===== src/rtl/sdram_burst_arbiter.sv =====
`timescale 1ns/1ps
// Upstream arbiter for the SDRAM controller: issues write/read bursts from FIFO fill levels,
// round-robins under contention, and steps burst addresses with wrap inside each window.
//
// state      | meaning
// S_IDLE     | no burst in flight; apply loads, pick the next burst
// S_WR_REQ   | sdram_wr_req high, waiting for the first write ack
// S_WR_BURST | write burst running, waiting for the ack to fall
// S_RD_REQ   | sdram_rd_req high, waiting for the first read ack
// S_RD_BURST | read burst running, waiting for the ack to fall
module sdram_burst_arbiter #(
    parameter int ADDR_W     = 24,
    parameter int BURST_W    = 10,
    parameter int CNT_W      = 10,
    parameter int RD_ACK_DLY = 1
) (
    input  logic               clk_i,
    input  logic               rst_n_i,
    input  logic               sdram_init_done_i,
    input  logic [ADDR_W-1:0]  wr_min_addr_i,
    input  logic [ADDR_W-1:0]  wr_max_addr_i,
    input  logic [BURST_W-1:0] wr_len_i,
    input  logic               wr_load_i,
    input  logic [CNT_W-1:0]   wrf_used_i,
    output logic               wrf_rden_o,
    input  logic [ADDR_W-1:0]  rd_min_addr_i,
    input  logic [ADDR_W-1:0]  rd_max_addr_i,
    input  logic [BURST_W-1:0] rd_len_i,
    input  logic               rd_load_i,
    input  logic               rd_valid_i,
    input  logic [CNT_W-1:0]   rdf_used_i,
    output logic               rdf_wren_o,
    output logic               sdram_wr_req_o,
    input  logic               sdram_wr_ack_i,
    output logic [ADDR_W-1:0]  sdram_wr_addr_o,
    output logic [BURST_W-1:0] sdram_wr_burst_o,
    output logic               sdram_rd_req_o,
    input  logic               sdram_rd_ack_i,
    output logic [ADDR_W-1:0]  sdram_rd_addr_o,
    output logic [BURST_W-1:0] sdram_rd_burst_o
);

    localparam int CMP_W = (CNT_W > BURST_W) ? CNT_W : BURST_W;

    typedef enum logic [2:0] {
        S_IDLE,
        S_WR_REQ,
        S_WR_BURST,
        S_RD_REQ,
        S_RD_BURST
    } state_t;

    state_t            state_q;
    logic [ADDR_W-1:0] wr_addr_q;
    logic [ADDR_W-1:0] rd_addr_q;
    logic              init_seen_q;
    logic              last_wr_q;
    logic              wr_load_seen_q;
    logic              rd_load_seen_q;
    logic              wr_ack_prev_q;
    logic              rd_ack_prev_q;

    logic              wr_pend_d;
    logic              rd_pend_d;
    logic              wr_fall_d;
    logic              rd_fall_d;
    logic [ADDR_W:0]   wr_sum_d;
    logic [ADDR_W:0]   rd_sum_d;
    logic              wr_wrap_d;
    logic              rd_wrap_d;

    assign wr_pend_d = sdram_init_done_i & ~wr_load_i
                     & (CMP_W'(wrf_used_i) >= CMP_W'(wr_len_i));
    assign rd_pend_d = sdram_init_done_i & ~rd_load_i & rd_valid_i
                     & (CMP_W'(rdf_used_i) < CMP_W'(rd_len_i));

    assign wr_fall_d = wr_ack_prev_q & ~sdram_wr_ack_i;
    assign rd_fall_d = rd_ack_prev_q & ~sdram_rd_ack_i;

    // One extra bit so a step past the top of the address space still compares as a wrap.
    assign wr_sum_d  = {1'b0, wr_addr_q} + (ADDR_W+1)'(sdram_wr_burst_o);
    assign rd_sum_d  = {1'b0, rd_addr_q} + (ADDR_W+1)'(sdram_rd_burst_o);
    assign wr_wrap_d = wr_sum_d >= {1'b0, wr_max_addr_i};
    assign rd_wrap_d = rd_sum_d >= {1'b0, rd_max_addr_i};

    assign wrf_rden_o = sdram_wr_ack_i;

    always_ff @(posedge clk_i or negedge rst_n_i) begin
        if (!rst_n_i) begin
            state_q          <= S_IDLE;
            wr_addr_q        <= '0;
            rd_addr_q        <= '0;
            init_seen_q      <= 1'b0;
            last_wr_q        <= 1'b0;
            wr_load_seen_q   <= 1'b0;
            rd_load_seen_q   <= 1'b0;
            wr_ack_prev_q    <= 1'b0;
            rd_ack_prev_q    <= 1'b0;
            sdram_wr_req_o   <= 1'b0;
            sdram_wr_addr_o  <= '0;
            sdram_wr_burst_o <= '0;
            sdram_rd_req_o   <= 1'b0;
            sdram_rd_addr_o  <= '0;
            sdram_rd_burst_o <= '0;
        end else begin
            wr_ack_prev_q <= sdram_wr_ack_i;
            rd_ack_prev_q <= sdram_rd_ack_i;
            if (!init_seen_q) begin
                if (sdram_init_done_i) begin
                    init_seen_q <= 1'b1;
                    wr_addr_q   <= wr_min_addr_i;
                    rd_addr_q   <= rd_min_addr_i;
                end
            end else begin
                case (state_q)
                    S_IDLE: begin
                        if (wr_load_i) wr_addr_q <= wr_min_addr_i;
                        if (rd_load_i) rd_addr_q <= rd_min_addr_i;
                        // Under contention the side that did not go last wins.
                        if (wr_pend_d && (!rd_pend_d || !last_wr_q)) begin
                            state_q          <= S_WR_REQ;
                            sdram_wr_req_o   <= 1'b1;
                            sdram_wr_addr_o  <= wr_addr_q;
                            sdram_wr_burst_o <= wr_len_i;
                        end else if (rd_pend_d) begin
                            state_q          <= S_RD_REQ;
                            sdram_rd_req_o   <= 1'b1;
                            sdram_rd_addr_o  <= rd_addr_q;
                            sdram_rd_burst_o <= rd_len_i;
                        end
                    end
                    S_WR_REQ: begin
                        if (wr_load_i) wr_load_seen_q <= 1'b1;
                        if (sdram_wr_ack_i) begin
                            sdram_wr_req_o <= 1'b0;
                            state_q        <= S_WR_BURST;
                        end
                    end
                    S_WR_BURST: begin
                        if (wr_fall_d) begin
                            state_q        <= S_IDLE;
                            last_wr_q      <= 1'b1;
                            wr_load_seen_q <= 1'b0;
                            if (wr_load_seen_q || wr_load_i || wr_wrap_d)
                                wr_addr_q <= wr_min_addr_i;
                            else
                                wr_addr_q <= wr_sum_d[ADDR_W-1:0];
                        end else if (wr_load_i) begin
                            wr_load_seen_q <= 1'b1;
                        end
                    end
                    S_RD_REQ: begin
                        if (rd_load_i) rd_load_seen_q <= 1'b1;
                        if (sdram_rd_ack_i) begin
                            sdram_rd_req_o <= 1'b0;
                            state_q        <= S_RD_BURST;
                        end
                    end
                    S_RD_BURST: begin
                        if (rd_fall_d) begin
                            state_q        <= S_IDLE;
                            last_wr_q      <= 1'b0;
                            rd_load_seen_q <= 1'b0;
                            if (rd_load_seen_q || rd_load_i || rd_wrap_d)
                                rd_addr_q <= rd_min_addr_i;
                            else
                                rd_addr_q <= rd_sum_d[ADDR_W-1:0];
                        end else if (rd_load_i) begin
                            rd_load_seen_q <= 1'b1;
                        end
                    end
                    default: state_q <= S_IDLE;
                endcase
            end
        end
    end

    // Read data lands on sdram_dout RD_ACK_DLY cycles after its ack.
    generate
        if (RD_ACK_DLY == 0) begin : g_no_dly
            assign rdf_wren_o = sdram_rd_ack_i;
        end else begin : g_dly
            logic [RD_ACK_DLY-1:0] ack_sr_q;
            always_ff @(posedge clk_i or negedge rst_n_i) begin
                if (!rst_n_i) ack_sr_q <= '0;
                else          ack_sr_q <= (ack_sr_q << 1) | RD_ACK_DLY'(sdram_rd_ack_i);
            end
            assign rdf_wren_o = ack_sr_q[RD_ACK_DLY-1];
        end
    endgenerate

endmodule


===== config.mk =====
export PLATFORM = sky130hd
export DESIGN_NAME = sdram_burst_arbiter
export DESIGN_NICKNAME = d
export VERILOG_FILES = /design/src/rtl/sdram_burst_arbiter.sv
export SDC_FILE = /design/constraint.sdc
export NUM_CORES = 1
export LEC_CHECK = 0
export BUFFER_PORTS_ARGS = -buffer_cell sky130_fd_sc_hd__buf_4
export CAP_MARGIN = 20
export CORE_UTILIZATION = 45
export CTS_BUF_LIST = sky130_fd_sc_hd__clkbuf_8
export DETAILED_ROUTE_END_ITERATION = 7
export PLACE_DENSITY = 0.71
export SYNTH_ARGS = -nofsm -noshare
export SYNTH_HDL_FRONTEND = slang
export SYNTH_SLANG_ARGS = --single-unit
export TNS_END_PERCENT = 1

===== constraint.sdc =====
create_clock -name clk_i -period 4.75 [get_ports clk_i]
set_input_delay 0.95 -clock clk_i [delete_from_list [all_inputs] [get_ports clk_i]]
set_output_delay 0.95 -clock clk_i [all_outputs]
set_load 0.01 [all_outputs]

==> summary.txt <==
Status
  – Status: completed

Clock network
  – Clock sinks: 127
  – Longest Clk Path Bufs: 2
  – CTS root buffer: clkbuf_8
  – Latest clock arrival within the worst-skew pair: 0.46 ns
  – Clock Pin Slew Worst Setup and Hold Paths: 0.08 ns
  – Hold_buf cts: 0
  – CTS tree: built
  – Total CTS buffers: 17
  – # H-tree levels: 4

Floorplan
  – Row count: 50
  – CORE AREA: 0.01902 mm²
  – Die Wd: 142.2 µm
  – Boundary pin count: 216
  – Starting Density: 46.53%
  – Die H: 142.2 µm
  – Full die area: 0.02023 mm²

Routing
  – Drt first pass iters: 5
  – Vias per inst: 5.445
  – Post-DR wirelength/cell: 16.86 µm
  – Remaining antenna violation count: 0
  – DRC errors left: 0
  – Final WL: 22980 µm
  – Initial DRC Count: 313
  – Routed via count: 7422

Place
  – GP Congestion: 0.8699
  – Buffers on Ports: 215
  – Dpl hpwl: 17690 µm
  – Worst slack, placed: 0.2568 ns
  – Dpl cell area: 0.01066 mm²
  – Placed cells: 1331

Finish
  – Non-Filler Instances: 1363
  – Leading cell type in the layout, fill and taps excluded: buf_4
  – End-of-flow core utilization: 58.11%
  – Antenna diodes: 0
  – Final nets: 1324
  – Final Instance Area: 0.01105 mm²
  – Highest-count cells in the layout ignoring fill and taps: 225 x buf_4, 127 x dfrtp_1, 87 x ha_1, 79 x nand2_1, 75 x inv_1
  – Fraction of layout cells with a size suffix above 1: 25.93%
  – Area growth from synthesis to layout: 24.90%

Job
  – Max-Cap Viols: 0

Timing
  – Final min period: 4.455 ns
  – Worst hold slack: 0.4867 ns
  – Final worst setup slack: 0.2951 ns
  – Clk_skew: 0.01697 ns
  – Max Slew Vio Count: 0
  – RSZ-0062 raised after global routing: no
  – Max Freq: 224.5 MHz
  – Post-Route Setup TNS: 0 ns
  – Final cycle utilization of the critical path: 93.79%
  – Setup violators final: 0
  – Final hold vios: 0
  – Worst slew pin tran: 1.136 ns
  – Slew HR: 23.94%

Synthesis
  – Distinct cells, synth: 72
  – Synth Register Bits: 127
  – Synthesized cell area: 0.008848 mm²
  – Number of enable flip-flop cells after synthesis: 0
  – Syn_area_per_cell: 10.03 µm²
  – Register area share after synthesis: 35.92%
  – Yosys warns: 0
  – Post-Syn Instances: 882
  – Top_reg_cell synth: dfrtp_1
  – Syn_nets: 1115
  – Asr flop ratio synth: 100.0%

Hold path
  – HP Start: sdram_wr_addr_o[16]
  – Hold Path End: sdram_wr_addr_o[16]
  – Hold path cells: 1
  – Hold Path Class: reg2reg

GRT
  – Antenna violations before repair: 0
  – First-pass GRT wire length: 38000 µm
  – Gr ovfl total: 0
  – All-layer global routing usage: 24.17%
  – Largest net degree at the start of global routing: 73
  – Vias in the first global route: 7509

Setup path
  – Worst r2r dst: rd_addr_q[13]
  – Reg2reg setup slack: 0.30 ns
  – Worst endpoint required time: 5.12 ns
  – WS Path Type: reg2reg
  – Critical Path AT: 4.83 ns
  – Cells on worst reg2reg path: 17
  – FF-to-FF Start: sdram_rd_burst_o[4]
  – Critical Path Fanout Max: 20
  – Critical path endpoint category: register
  – Critical path launch point type: register

Power and ir drop
  – Leak pwr: 5.337 nW
  – Final Power: 7.021 mW
  – VDD IR max: 0.3342 mV
  – PD cells: 635.3 mW/mm²
[logic make-up after synthesis]
kind of cell / count (synthesis) / synth area share [%]
flip-flops: 127 / 35.92
AO/OA/AOI/OAI: 184 / 14.62
AND/OR/NAND/NOR: 214 / 12.66
multiplexers: 114 / 13.89
XOR/XNOR: 44 / 4.355
adder cells (fa/ha/maj): 89 / 12.75
buffers and inverters: 110 / 5.812
[final cells by class]
cell class                      count  area, µm²
Inverter                           73      274.0
Multi-Input combinational cell    645       5181
Clock inverter                     13      125.1
Tap cell                          260      325.3
Clock buffer                       18      247.7
Timing Repair Buffer              227       1720
Fill cell                        1774       7966
Sequential cell                   127       3178
[worst max-delay path, cell delays in order, from the launching register on]
cell and delay, ns:
dfrtp_1 0.42, ha_1 0.39, and3_1 0.22, a2111oi_2 0.36
buf_4 0.19, o21bai_2 0.07, a21bo_2 0.32, nand3_1 0.16
xnor2_1 0.09, ha_1 0.32, nand4_1 0.14, nor3_1 0.43
o221ai_1 0.28, a21boi_1 0.28, a311oi_4 0.07, buf_4 0.26
a21oi_1 0.18, a2bb2oi_1 0.19
[what timing repair did]
action | CTS | global route
gates resized for setup | 0 | 3
setup endpoints to repair | 0 | 18
hold endpoints to repair | 0 | 0
setup buffers | 0 | 0
[layer usage]
| metal | global-route usage (%) | vias up | part of all wire (%) |
|---|---|---|---|
| met1 | 31.73 | 3582 | 46 |
| met3 | 4.879 | 34 | 5.2 |
| met4 | 9.111 | 0 | 2.2 |
| met5 | 0 | - | 0 |
| met2 | 39.22 | 206 | 47 |
| li1 | - | 3600 | - |
[registers in the layout (all words and copies together) (netlist names)]
register / count
init_seen_q: 1
last_wr_q: 1
rd_addr_q: 24
rd_load_seen_q: 1
rdf_wren_o: 1
sdram_rd_addr_o: 24
sdram_rd_burst_o: 10
sdram_rd_req_o: 1
sdram_wr_addr_o: 24
sdram_wr_burst_o: 10
sdram_wr_req_o: 1
state_q: 3
wr_ack_prev_q: 1
wr_addr_q: 24
wr_load_seen_q: 1
[power breakdown]
group          internal, mW  leakage (nW)  switching [mW]
registers              1.58          1.54           0.531
logic                  1.91          3.61            2.09
clock network         0.468         0.185           0.448
total                  3.95          5.34            3.07
[cell usage after synthesis (all sizes together), types with 17 or more instances]
master	number	area [µm²]
dfrtp	127	3178
ha	87	1089
nand2	80	307.8
inv	73	274.0
mux2	70	788.3
a21oi	47	235.2
o21ai	45	229.0
mux2i	44	440.4
xnor2	28	245.2
nand3	26	130.1
buf	25	195.2
nand4	20	125.1
nor2	20	75.07
a2bb2oi	17	148.9
[worst max-delay path by stage]
stage | depth (start not counted) | to | start
3_5_place_dp | 16 | wr_addr_q[11] | sdram_wr_burst_o[1]
2_1_floorplan | 17 | rd_addr_q[17] | sdram_rd_burst_o[4]
6_report | 17 | rd_addr_q[13] | sdram_rd_burst_o[4]
4_1_cts | 16 | wr_addr_q[11] | sdram_wr_burst_o[1]
5_1_grt | 17 | rd_addr_q[8] | sdram_rd_burst_o[4]
3_3_place_gp | 16 | wr_addr_q[12] | sdram_wr_burst_o[3]
No activity file was read; power rests on OpenSTA's default activity.
